### config.mk
export PLATFORM = sky130hd
export DESIGN_NAME = k_fftsequencer
export DESIGN_NICKNAME = d
export VERILOG_FILES = /design/src/rtl/p_memfuncs.sv /design/src/rtl/k_fftaddrgen.sv /design/src/rtl/k_fftsequencer.sv
export SDC_FILE = /design/constraint.sdc
export NUM_CORES = 1
export LEC_CHECK = 0
export BUFFER_PORTS_ARGS = -buffer_cell sky130_fd_sc_hd__buf_2
export CORE_MARGIN = 1
export CORE_UTILIZATION = 35
export CTS_CLUSTER_DIAMETER = 80
export CTS_CLUSTER_SIZE = 24
export DETAILED_ROUTE_END_ITERATION = 8
export SETUP_SLACK_MARGIN = 0.5
export SYNTH_ARGS = -nofsm -noshare
export SYNTH_HDL_FRONTEND = slang
export SYNTH_SLANG_ARGS = --single-unit
### constraint.sdc
create_clock -name aclk -period 2 [get_ports aclk]
set_input_delay 0.6 -clock aclk [delete_from_list [all_inputs] [get_ports aclk]]
set_output_delay 0.6 -clock aclk [all_outputs]
set_load 0.01 [all_outputs]
### src/rtl/p_memfuncs.sv
// Shared helpers for the FFT control slice.
//   clogb2 : ceil(log2(value)), usable in parameter expressions
//   bitrev : reverse the low 'width' bits of a value (width <= MaxLog2)
//   t_fftseq_state : frame sequencer states
package p_memfuncs;

    localparam int unsigned MaxLog2 = 12;

    typedef enum logic [1:0] {IDLE, LOAD, COMPUTE, UNLOAD} t_fftseq_state;

    function automatic int unsigned clogb2(input int unsigned value);
        int unsigned r;
        r = 0;
        for (int unsigned i = 0; i < 32; i++) begin
            if ((64'd1 << i) < 64'(value)) r = i + 1;
        end
        return r;
    endfunction

    // Full-width reverse, then shift the reversed field down to bit 0.
    function automatic logic [MaxLog2-1:0] bitrev(input logic [MaxLog2-1:0] value,
                                                  input int unsigned width);
        logic [MaxLog2-1:0] rf;
        rf = {<<{value}};
        return rf >> (MaxLog2 - width);
    endfunction

endpackage

### src/rtl/k_fftaddrgen.sv
// Combinational butterfly address generator for an in-place radix-2 DIT FFT.
//   stage_i    : stage s (0..LOG2N-1)
//   bfly_i     : butterfly b within the stage (0..N/2-1)
//   i0_o, i1_o : the two RAM indices of the butterfly (i1 = i0 + 2^s)
//   rom_addr_o : twiddle index (b mod 2^s) << (LOG2N-1-s)
module k_fftaddrgen #(
    parameter int unsigned LOG2N = 4
) (
    input  logic [LOG2N-1:0] stage_i,
    input  logic [LOG2N-2:0] bfly_i,
    output logic [LOG2N-1:0] i0_o,
    output logic [LOG2N-1:0] i1_o,
    output logic [LOG2N-2:0] rom_addr_o
);

    logic [LOG2N-1:0] b_ext;
    logic [LOG2N-1:0] span;
    logic [LOG2N-1:0] low_mask;
    logic [LOG2N-1:0] high_part;
    logic [LOG2N-1:0] i0;

    always_comb begin
        b_ext     = {1'b0, bfly_i};
        span      = LOG2N'(1) << stage_i;
        low_mask  = span - LOG2N'(1);
        // Insert a zero at bit s of b: upper bits move up one, low s bits stay.
        high_part = (b_ext >> stage_i) << (stage_i + LOG2N'(1));
        i0        = high_part | (b_ext & low_mask);
        i0_o      = i0;
        i1_o      = i0 | span;
        // Truncation drops the bits of b above s, leaving pos << (LOG2N-1-s).
        rom_addr_o = bfly_i << (LOG2N'(LOG2N - 1) - stage_i);
    end

endmodule

### src/rtl/k_fftsequencer.sv
// Control sequencer for an in-place radix-2 DIT FFT datapath (RAM, butterfly,
// twiddle ROM, write/output muxes). Carries no data.
//   aclk, aresetn        : clock, asynchronous active-low reset
//   scale_sch            : per-stage scaling, latched on the first sample accept
//   s_axis_data_*        : input sample handshake (samples written bit-reversed)
//   m_axis_data_*        : output stream handshake (natural order, tlast on N-1)
//   addr0/1, en0/1       : RAM port A/B address and write enable
//   rst0/1               : RAM output-register reset (held while idle)
//   sel0/1               : write-data mux, 1 = input sample, 0 = butterfly
//   sel2                 : output mux, 1 = out0
//   rom_addr, scaling    : twiddle index and scaling of the current stage
// Optional: define K_FFTSEQ_FRAMEERR_EN to add s_axis_data_tlast and the
// event_tlast_unexpected / event_tlast_missing one-cycle pulses.
module k_fftsequencer
    import p_memfuncs::*;
#(
    parameter int unsigned  TRANSFORM_LENGTH = 16,
    localparam int unsigned LOG2N = clogb2(TRANSFORM_LENGTH)
) (
    input  logic               aclk,
    input  logic               aresetn,
    input  logic [2*LOG2N-1:0] scale_sch,
    input  logic               s_axis_data_tvalid,
    output logic               s_axis_data_tready,
    output logic               m_axis_data_tvalid,
    input  logic               m_axis_data_tready,
    output logic               m_axis_data_tlast,
`ifdef K_FFTSEQ_FRAMEERR_EN
    input  logic               s_axis_data_tlast,
    output logic               event_tlast_unexpected,
    output logic               event_tlast_missing,
`endif
    output logic [LOG2N-1:0]   addr0,
    output logic [LOG2N-1:0]   addr1,
    output logic               en0,
    output logic               en1,
    output logic               rst0,
    output logic               rst1,
    output logic               sel0,
    output logic               sel1,
    output logic               sel2,
    output logic [LOG2N-2:0]   rom_addr,
    output logic [1:0]         scaling
);

    localparam logic [LOG2N-1:0] LastIdx   = LOG2N'(TRANSFORM_LENGTH - 1);
    localparam logic [LOG2N-1:0] LastStage = LOG2N'(LOG2N - 1);
    localparam logic [LOG2N-2:0] LastBfly  = '1;

    t_fftseq_state      state_q, state_d;
    logic [LOG2N-1:0]   k_q, k_d;
    logic [LOG2N-1:0]   stage_q, stage_d;
    logic [LOG2N-2:0]   bfly_q, bfly_d;
    logic               wr_q, wr_d;       // 0 = READ, 1 = WRITE half of a butterfly
    logic [LOG2N-1:0]   j_q, j_d;
    logic               mvalid_q, mvalid_d;
    logic               sready_q, sready_d;
    logic [2*LOG2N-1:0] sched_q, sched_d;

    logic               s_hs;
    logic               m_hs;
    logic [LOG2N-1:0]   bf_i0;
    logic [LOG2N-1:0]   bf_i1;
    logic [LOG2N-2:0]   bf_rom;

    assign s_hs = s_axis_data_tvalid & sready_q;
    assign m_hs = mvalid_q & m_axis_data_tready;

    k_fftaddrgen #(
        .LOG2N(LOG2N)
    ) u_addrgen (
        .stage_i   (stage_q),
        .bfly_i    (bfly_q),
        .i0_o      (bf_i0),
        .i1_o      (bf_i1),
        .rom_addr_o(bf_rom)
    );

    // Next-state logic
    always_comb begin
        state_d  = state_q;
        k_d      = k_q;
        stage_d  = stage_q;
        bfly_d   = bfly_q;
        wr_d     = wr_q;
        j_d      = j_q;
        mvalid_d = mvalid_q;
        sched_d  = sched_q;

        unique case (state_q)
            IDLE: begin
                if (s_hs) begin
                    sched_d = scale_sch;
                    k_d     = LOG2N'(1);
                    state_d = LOAD;
                end
            end
            LOAD: begin
                if (s_hs) begin
                    if (k_q == LastIdx) begin
                        k_d     = '0;
                        stage_d = '0;
                        bfly_d  = '0;
                        wr_d    = 1'b0;
                        state_d = COMPUTE;
                    end else begin
                        k_d = k_q + LOG2N'(1);
                    end
                end
            end
            COMPUTE: begin
                wr_d = ~wr_q;
                if (wr_q) begin
                    if (bfly_q == LastBfly) begin
                        bfly_d = '0;
                        if (stage_q == LastStage) begin
                            stage_d  = '0;
                            j_d      = '0;
                            mvalid_d = 1'b0;
                            state_d  = UNLOAD;
                        end else begin
                            stage_d = stage_q + LOG2N'(1);
                        end
                    end else begin
                        bfly_d = bfly_q + (LOG2N-1)'(1);
                    end
                end
            end
            UNLOAD: begin
                // First UNLOAD cycle only prefetches address 0.
                if (!mvalid_q) begin
                    mvalid_d = 1'b1;
                end else if (m_hs) begin
                    if (j_q == LastIdx) begin
                        j_d      = '0;
                        mvalid_d = 1'b0;
                        state_d  = IDLE;
                    end else begin
                        j_d = j_q + LOG2N'(1);
                    end
                end
            end
            default: state_d = IDLE;
        endcase

        // tready is registered so it drops the cycle after the last accept.
        sready_d = (state_d == IDLE) || (state_d == LOAD);
    end

    always_ff @(posedge aclk or negedge aresetn) begin
        if (!aresetn) begin
            state_q  <= IDLE;
            k_q      <= '0;
            stage_q  <= '0;
            bfly_q   <= '0;
            wr_q     <= 1'b0;
            j_q      <= '0;
            mvalid_q <= 1'b0;
            sready_q <= 1'b0;
            sched_q  <= '0;
        end else begin
            state_q  <= state_d;
            k_q      <= k_d;
            stage_q  <= stage_d;
            bfly_q   <= bfly_d;
            wr_q     <= wr_d;
            j_q      <= j_d;
            mvalid_q <= mvalid_d;
            sready_q <= sready_d;
            sched_q  <= sched_d;
        end
    end

    // Control decode. Write enables and addresses follow the live handshake,
    // since write data and the RAM read pipeline are not delayed.
    always_comb begin
        addr0    = '0;
        addr1    = '0;
        en0      = 1'b0;
        en1      = 1'b0;
        rst0     = 1'b0;
        rst1     = 1'b0;
        sel0     = 1'b1;
        sel1     = 1'b1;
        sel2     = 1'b0;
        rom_addr = '0;
        scaling  = '0;

        unique case (state_q)
            IDLE, LOAD: begin
                // k_q is 0 while idle, so sample 0 lands at address 0.
                addr0 = LOG2N'(bitrev(MaxLog2'(k_q), LOG2N));
                en0   = s_hs;
                rst0  = (state_q == IDLE);
                rst1  = (state_q == IDLE);
            end
            COMPUTE: begin
                sel0     = 1'b0;
                sel1     = 1'b0;
                addr0    = bf_i0;
                addr1    = bf_i1;
                en0      = wr_q;
                en1      = wr_q;
                rom_addr = bf_rom;
                scaling  = 2'(sched_q >> {stage_q, 1'b0});
            end
            UNLOAD: begin
                sel2  = 1'b1;
                // Advance the read address only on a handshake so out0 holds under stall.
                addr0 = m_hs ? (j_q + LOG2N'(1)) : j_q;
            end
            default: ;
        endcase
    end

    assign s_axis_data_tready = sready_q;
    assign m_axis_data_tvalid = mvalid_q;
    assign m_axis_data_tlast  = mvalid_q && (j_q == LastIdx);

`ifdef K_FFTSEQ_FRAMEERR_EN
    logic evt_unexp_q;
    logic evt_miss_q;

    always_ff @(posedge aclk or negedge aresetn) begin
        if (!aresetn) begin
            evt_unexp_q <= 1'b0;
            evt_miss_q  <= 1'b0;
        end else begin
            evt_unexp_q <= s_hs && s_axis_data_tlast && (k_q != LastIdx);
            evt_miss_q  <= s_hs && !s_axis_data_tlast && (k_q == LastIdx);
        end
    end

    assign event_tlast_unexpected = evt_unexp_q;
    assign event_tlast_missing    = evt_miss_q;
`endif

endmodule

Word level (Yosys, flattened, before mapping)
Index checks and enable logic that the tools add are counted.

word-level totals
  bits of input ports = 12
  logic and storage cells = 109
  bits in registers = 28

cells by class
  equality and inequality tests = 16
  add/sub/neg operators = 6
  bitwise gates (word level) = 6
  shift-type cells = 5
  multiplexer cells = 52
  reduce and logical (&&, ||, !) cells = 15

operators by type and width
  operator               number
  $mux W4                16
  $pmux W4 S2            3
  $mux W2                10
  $ne A2 B2 Y1 const B   8
  $mux W3                5
  $add A4 B1 Y4 const B  3
  $mux W1                12
  $pmux W4 S3            1
  $eq A4 B4 Y1 const B   2
  $or A4 B4 Y4           2
  $pmux W2 S4            1
  $reduce_and A4 Y1      2
  $shr A8 B5 Y2          1
  $pmux W1 S2            3
  $pmux W3 S2            1
  $reduce_and A3 Y1      2
  $reduce_and A6 Y1      1
  $reduce_bool A2 Y1     3
  $reduce_and A5 Y1      1
  $and A3 B4 Y4          1
  $eq A2 B1 Y1 const B   2
  $eq A2 B2 Y1 const B   2
  $eq A4 B2 Y1 const B   1
  $logic_not A2 Y1       2
  other kinds (14)       15

Longest topological paths before layout
  depth after elaboration = 7
  mapped depth = 7

By module
From an unflattened synthesis, not the netlist that was laid out.

second synthesis, totals
  cell total of the unflattened synthesis = 220
  area total of the unflattened synthesis = 2006.9 um^2

modules (own cells, without submodules)
  module          cells each  instances  area an instance (um^2)
  k_fftsequencer  168         1          1634.1
  k_fftaddrgen    52          1          372.9

Worst setup path before layout
OpenSTA, ideal clock, no wires.

  kind = register to output
  start = register stage_q[2]
  end = output port addr1[1]
  setup slack = -199 ps
  path buffers = 1
  stages on the path, launching flop included = 8
  required time = 1400 ps
  arrival time = 1599 ps
  cell sequence = dfrtp_1 > buf_2 > nor3_1 > nand2b_1 > ha_1 > nor3b_1 > a31oi_1 > o21ai_0

on the way
  longest elaborated chain between the ends = 6
  elaborated cells between the ends (all ways) = 9
  those cells by class = 2 x add/sub; 3 x shift; 1 x mux; 3 x bitwise

RTL lines
  item                                                   line                   source
  start: declaration                                     k_fftsequencer.sv:52   logic [LOG2N-1:0] stage_q, stage_d;
  start signal: assignment                               k_fftsequencer.sv:164  stage_q <= stage_d;
  branches (longest 4 deep; another with $add A4 B1 Y4)  --
  $or A4 B4 Y4 (*)                                       k_fftaddrgen.sv:30     i1_o = i0 | span;
  $mux W4 (*)                                            k_fftsequencer.sv:189  unique case (state_q)
  end: declaration                                       k_fftsequencer.sv:34   output logic [LOG2N-1:0] addr1,

Every way passes the cells marked *.

Worst setup path in the final report
  start = register stage_q[1]
  end = output port addr0[0]

on the way
  longest elaborated chain between the ends = 5
  elaborated cells between the ends (all ways) = 8
  those cells by class = 2 x add/sub; 3 x shift; 1 x mux; 2 x bitwise

RTL lines
  item                                                   line                   source
  branches (longest 3 deep; another with $add A4 B1 Y4)  --
  $or A4 B4 Y4 (*)                                       k_fftaddrgen.sv:28     i0 = high_part | (b_ext & low_mask);
  $pmux W4 S3 (*)                                        k_fftsequencer.sv:189
  end: declaration                                       k_fftsequencer.sv:33   output logic [LOG2N-1:0] addr0,

Marked as above.

==> out/results.txt <==
The final antenna diode count is 0. The clock drives 28 sinks. The highest fanout seen on the critical path is 3. Commonest register cell after synthesis: sky130_fd_sc_hd__dfrtp_1. The logs give -6.819 ns for the final-layout setup total negative slack and 0 for the hold buffer count at CTS. For the number of primary I/O pins, the log shows 35. Final critical-path share of the clock period: 1.302. Setup repair after global routing could not meet its margin everywhere. The compound-gate portion of the synthesized area is 0.1945, and the count of nets left with antenna violations after detail routing is 0. The smallest clock period supported by the final layout is computed as 2.604 ns. The logs give 0 for the final hold violation count and 0 for the initial antenna violation count. For the number of H-tree levels, the log shows 1. The run gives -0.07 ns as the flop-to-flop setup slack. In this run, synthesis inferred 0 flip-flops with an integrated enable. The total number of nets in the final design was 338; the post-synthesis mux area share was 0.08384. Row generation in the floorplan step produced 26 rows. The detailed placer's ending HPWL came out at 3602 µm. The power density of the placed cells was 1746 nW/µm².

The type of the setup path with the least slack is flip-flop to primary output. The logs give 208 for the cell count after synthesis and 1866 µm² for the netlist area before placement. The largest voltage drop on the vdd net came out at 0.6694 mV. The first TritonRoute pass finished after 4 iterations. Post-layout worst setup margin: -0.6036 ns.

The fraction of power consumed by the clock network was 0.060. The synthesized-area fraction occupied by and/or/nand/nor cells came out at 0.1992. In this run the critical register-to-register path is launched from state_q[0]. STA classifies the critical path endpoint as a primary output. Synthesis inferred 28 register bits.

The run gives 2 as the maximum clock path buffer count. The wire length of the first global-routing pass came out at 8976 µm. Cell at the root of the clock tree: sky130_fd_sc_hd__clkbuf_8. The routed design has 6533 µm of wire. The worst clock skew on the final layout was 0.003784 ns; the clock latency at the later pin of the worst-skew pair was 0.28 ns. The worst max-slew margin expressed relative to the limit is 0.5522, and the overall die width is 75.01 µm. TritonCTS built the clock tree.

The tools report the cell internal power dissipation as 3.564 mW. The path category of the worst min-delay check is primary input to asynchronous set/reset pin. The area of the core was 5107 µm².

The run finished, with violations left. For the proportion of synthesized chip area in sequential cells, the log shows 0.3756. Setup violations remaining at the end of the flow were counted as 20.

The transition time of the tightest slew-check pin was 0.6717 ns; the starting density of the core was 0.3653. Post-detailed-route DRC marker count: 0. Total of warnings raised by yosys: 0. The average cell area after synthesis was 8.969 µm². The worst register-to-register path has a depth of 12. The number of pins with negative max-slew slack in the final report came out at 0. Data on the critical path arrives at its endpoint at 2.00 ns. The combined global-route utilization of all metal layers is 0.2123, and the via count is 2,059. The switching part of the total is 0.4096, and the number of nets produced by synthesis is 227. TritonCTS created 3 clock buffers. The pin count of the biggest net entering global routing was 29. The total net switching power was 2.473 mW; the count of different cell masters after synthesis was 47. After clock tree synthesis, the clock-pin slew on the worst setup and hold paths is 0.10 ns. Timing would allow up to 384.1 MHz.

The count of port buffers added during placement was 34. The share of synthesized registers carrying an async set or reset is 1.000, and the part of the total power dissipated in combinational logic is 0.748. The detailed router finished its first iteration with 128 violations. At the end of routability-driven placement, the weighted congestion stood at 0.8250.

The routed wire length per instance was 16.84 µm. The via count of the first global-routing pass was 1,865. Number of max-capacitance violations reported: 0. The die outline height works out to 75.01 µm. The post-synthesis share of cell area spent on full adders, half adders and majority gates is 0.04695, and the total global routing overflow is 0. Relative to the synthesized area, the layout overhead comes to 85.31%.

Data on the critical path is required at its endpoint by 1.40 ns. The layout has 379 filler cells. Summing all flip-flop and latch instances after layout gives 706.9 µm².

The logs give 1.598 nW for the leakage component of the power and 0.3359 ns for the post-route worst hold slack. The startpoint kind of the worst setup timing path is a flip-flop. The xor/xnor cell area share of the yosys netlist works out to 0.03756. The ratio of cells with drive above 1 in the final layout is 0.6164.

The endpoint identified for the worst register-to-register timing path is bfly_q[0]. Die area: 5626 µm². Main combinational cell family by area after synthesis: simple AND/OR/NAND/NOR gates. Using the TritonRoute via totals, the vias-per-cell ratio works out to 5.307. The final reports fail on setup timing. The sequential fraction of design power is 0.192. The multi-input gate area in the final layout was 1474 µm².
[area by class of cell]
cell class,instances,share of cell area
flip-flops and latches,28,0.2045
repair buffers,116,0.3073
well taps,70,0.02533
inverters,17,0.02063
multi-input cells,153,0.4263
clock buffers,4,0.01592
[sequential cells by signal, summed over array words and instances (netlist names)]
| register | cells |
|---|---|
| j_q | 4 |
| state_q | 2 |
| s_axis_data_tready | 1 |
| k_q | 4 |
| m_axis_data_tvalid | 1 |
| bfly_q | 3 |
| stage_q | 4 |
| sched_q | 8 |
| wr_q | 1 |
[layer usage]
layer  wire length, µm  GRT usage  up-vias
met4               165    0.04612        0
met1              2816     0.2722      992
met5                 0          0        -
met3               215    0.02276       19
li1                  -          -      980
met2              3334     0.3854       68
[cells in the final DEF (no fill, tap or decap), types with 4 or more instances in the layout]
cell type / netlist / layout
sky130_fd_sc_hd__xnor2_1: 5 / 4
sky130_fd_sc_hd__inv_1: 17 / 12
sky130_fd_sc_hd__o21ai_1: 0 / 10
sky130_fd_sc_hd__dfrtp_2: 0 / 5
sky130_fd_sc_hd__nand2_1: 24 / 17
sky130_fd_sc_hd__ha_4: 0 / 6
sky130_fd_sc_hd__buf_6: 0 / 47
sky130_fd_sc_hd__nand2_2: 0 / 4
sky130_fd_sc_hd__clkbuf_8: 0 / 4
sky130_fd_sc_hd__nand3_1: 6 / 5
sky130_fd_sc_hd__nand2b_4: 0 / 4
sky130_fd_sc_hd__o21ai_0: 21 / 5
sky130_fd_sc_hd__dfrtp_1: 28 / 23
sky130_fd_sc_hd__a21oi_1: 8 / 5
sky130_fd_sc_hd__buf_4: 2 / 40
sky130_fd_sc_hd__a21o_1: 4 / 4
sky130_fd_sc_hd__nor2_1: 10 / 6
sky130_fd_sc_hd__mux2_4: 0 / 9
sky130_fd_sc_hd__o21ai_2: 0 / 6
sky130_fd_sc_hd__buf_2: 6 / 23
[how the worst max path moves through the flow]
| stage | from | end | slack [ns] | depth (start not counted) |
|---|---|---|---|---|
| after detailed placement | stage_q[1] | addr0[3] | -0.27 | 6 |
| after global placement | stage_q[1] | addr0[3] | -0.25 | 6 |
| final | stage_q[1] | addr0[0] | -0.60 | 9 |
| after CTS | stage_q[2] | addr0[1] | -0.56 | 8 |
| after global routing | stage_q[1] | addr0[1] | -0.70 | 8 |
| after floorplan | stage_q[1] | addr1[3] | -0.1 | 5 |
[critical path, cell delays in order, from the launching register on]
cell and delay (ns):
sky130_fd_sc_hd__dfrtp_2 0.45, sky130_fd_sc_hd__nor3_4 0.23, sky130_fd_sc_hd__nand2b_1 0.14, sky130_fd_sc_hd__buf_4 0.17
sky130_fd_sc_hd__buf_6 0.11, sky130_fd_sc_hd__buf_6 0.10, sky130_fd_sc_hd__buf_6 0.10, sky130_fd_sc_hd__buf_6 0.10
sky130_fd_sc_hd__a31o_4 0.22, sky130_fd_sc_hd__buf_6 0.11
[Yosys cell counts (2+ instances only)]
cell                       number  share of area
sky130_fd_sc_hd__nor2b_1        4          0.013
sky130_fd_sc_hd__xor2_1         3          0.014
sky130_fd_sc_hd__buf_2          6          0.016
sky130_fd_sc_hd__nand2b_1       6          0.020
sky130_fd_sc_hd__xnor2_1        5          0.023
sky130_fd_sc_hd__clkbuf_1       2         0.0040
sky130_fd_sc_hd__ha_1           7          0.047
sky130_fd_sc_hd__o41ai_1        3          0.014
sky130_fd_sc_hd__and3_1         2         0.0067
sky130_fd_sc_hd__o221ai_1       2         0.0094
sky130_fd_sc_hd__a21oi_1        8          0.021
sky130_fd_sc_hd__mux4_2         2          0.024
sky130_fd_sc_hd__o31ai_1        4          0.016
sky130_fd_sc_hd__inv_1         17          0.034
sky130_fd_sc_hd__nor2_1        10          0.020
sky130_fd_sc_hd__or3_1          3          0.010
sky130_fd_sc_hd__nor3_1         3         0.0080
sky130_fd_sc_hd__dfrtp_1       28           0.38
sky130_fd_sc_hd__a22o_1         2         0.0094
sky130_fd_sc_hd__nand3_1        6          0.016
sky130_fd_sc_hd__nand2_1       24          0.048
sky130_fd_sc_hd__buf_4          2         0.0080
sky130_fd_sc_hd__o22ai_1        3          0.010
sky130_fd_sc_hd__nand4_1        2         0.0067
sky130_fd_sc_hd__a21o_1         4          0.016
sky130_fd_sc_hd__mux2_2         9          0.054
sky130_fd_sc_hd__o21ai_0       21          0.056
[power by group through the flow]
| stage | combinational, mW | sequential, mW | clock [mW] |
|---|---|---|---|
| global placement | 2.48 | 1.08 | 0 |
| finish | 4.52 | 1.16 | 0.363 |
| CTS | 3.59 | 1.11 | 0.373 |
| detailed placement | 2.50 | 1.09 | 0 |
| global route | 4.80 | 1.19 | 0.388 |
| floorplan | 1.60 | 1.06 | 0 |
[timing repair]
item,in CTS,in global routing
endpoints found under the setup margin,45,47
pin swaps,25,27
cloned,1,0
setup buffers,24,22
resized for setup,104,51
[cells by family (layout without fill, tap and decap cells)]
kind of cell             count (synthesis)  after routing
XOR/XNOR                                 8              8
AND/OR/NAND/NOR                         70             70
flip-flops                              28             28
multiplexers                            12             12
buffers and inverters                   27            137
adder cells (fa/ha/maj)                  7              7
AO/OA/AOI/OAI                           56             56
[through the flow]
step	area (µm²)	std cells	setup WS, ns	power, mW	utilization
after floorplan	1924	208	-0.09671	2.660	-
after global placement	2382	337	-0.2476	3.555	0.4664
after detailed placement	2382	337	-0.2724	3.589	0.4664
after CTS	3059	366	-0.5602	5.072	0.5990
after global routing	3457	388	-0.7034	6.377	0.6769
final	3457	388	-0.6036	6.037	0.6769
(Power assumes the default switching activity.)
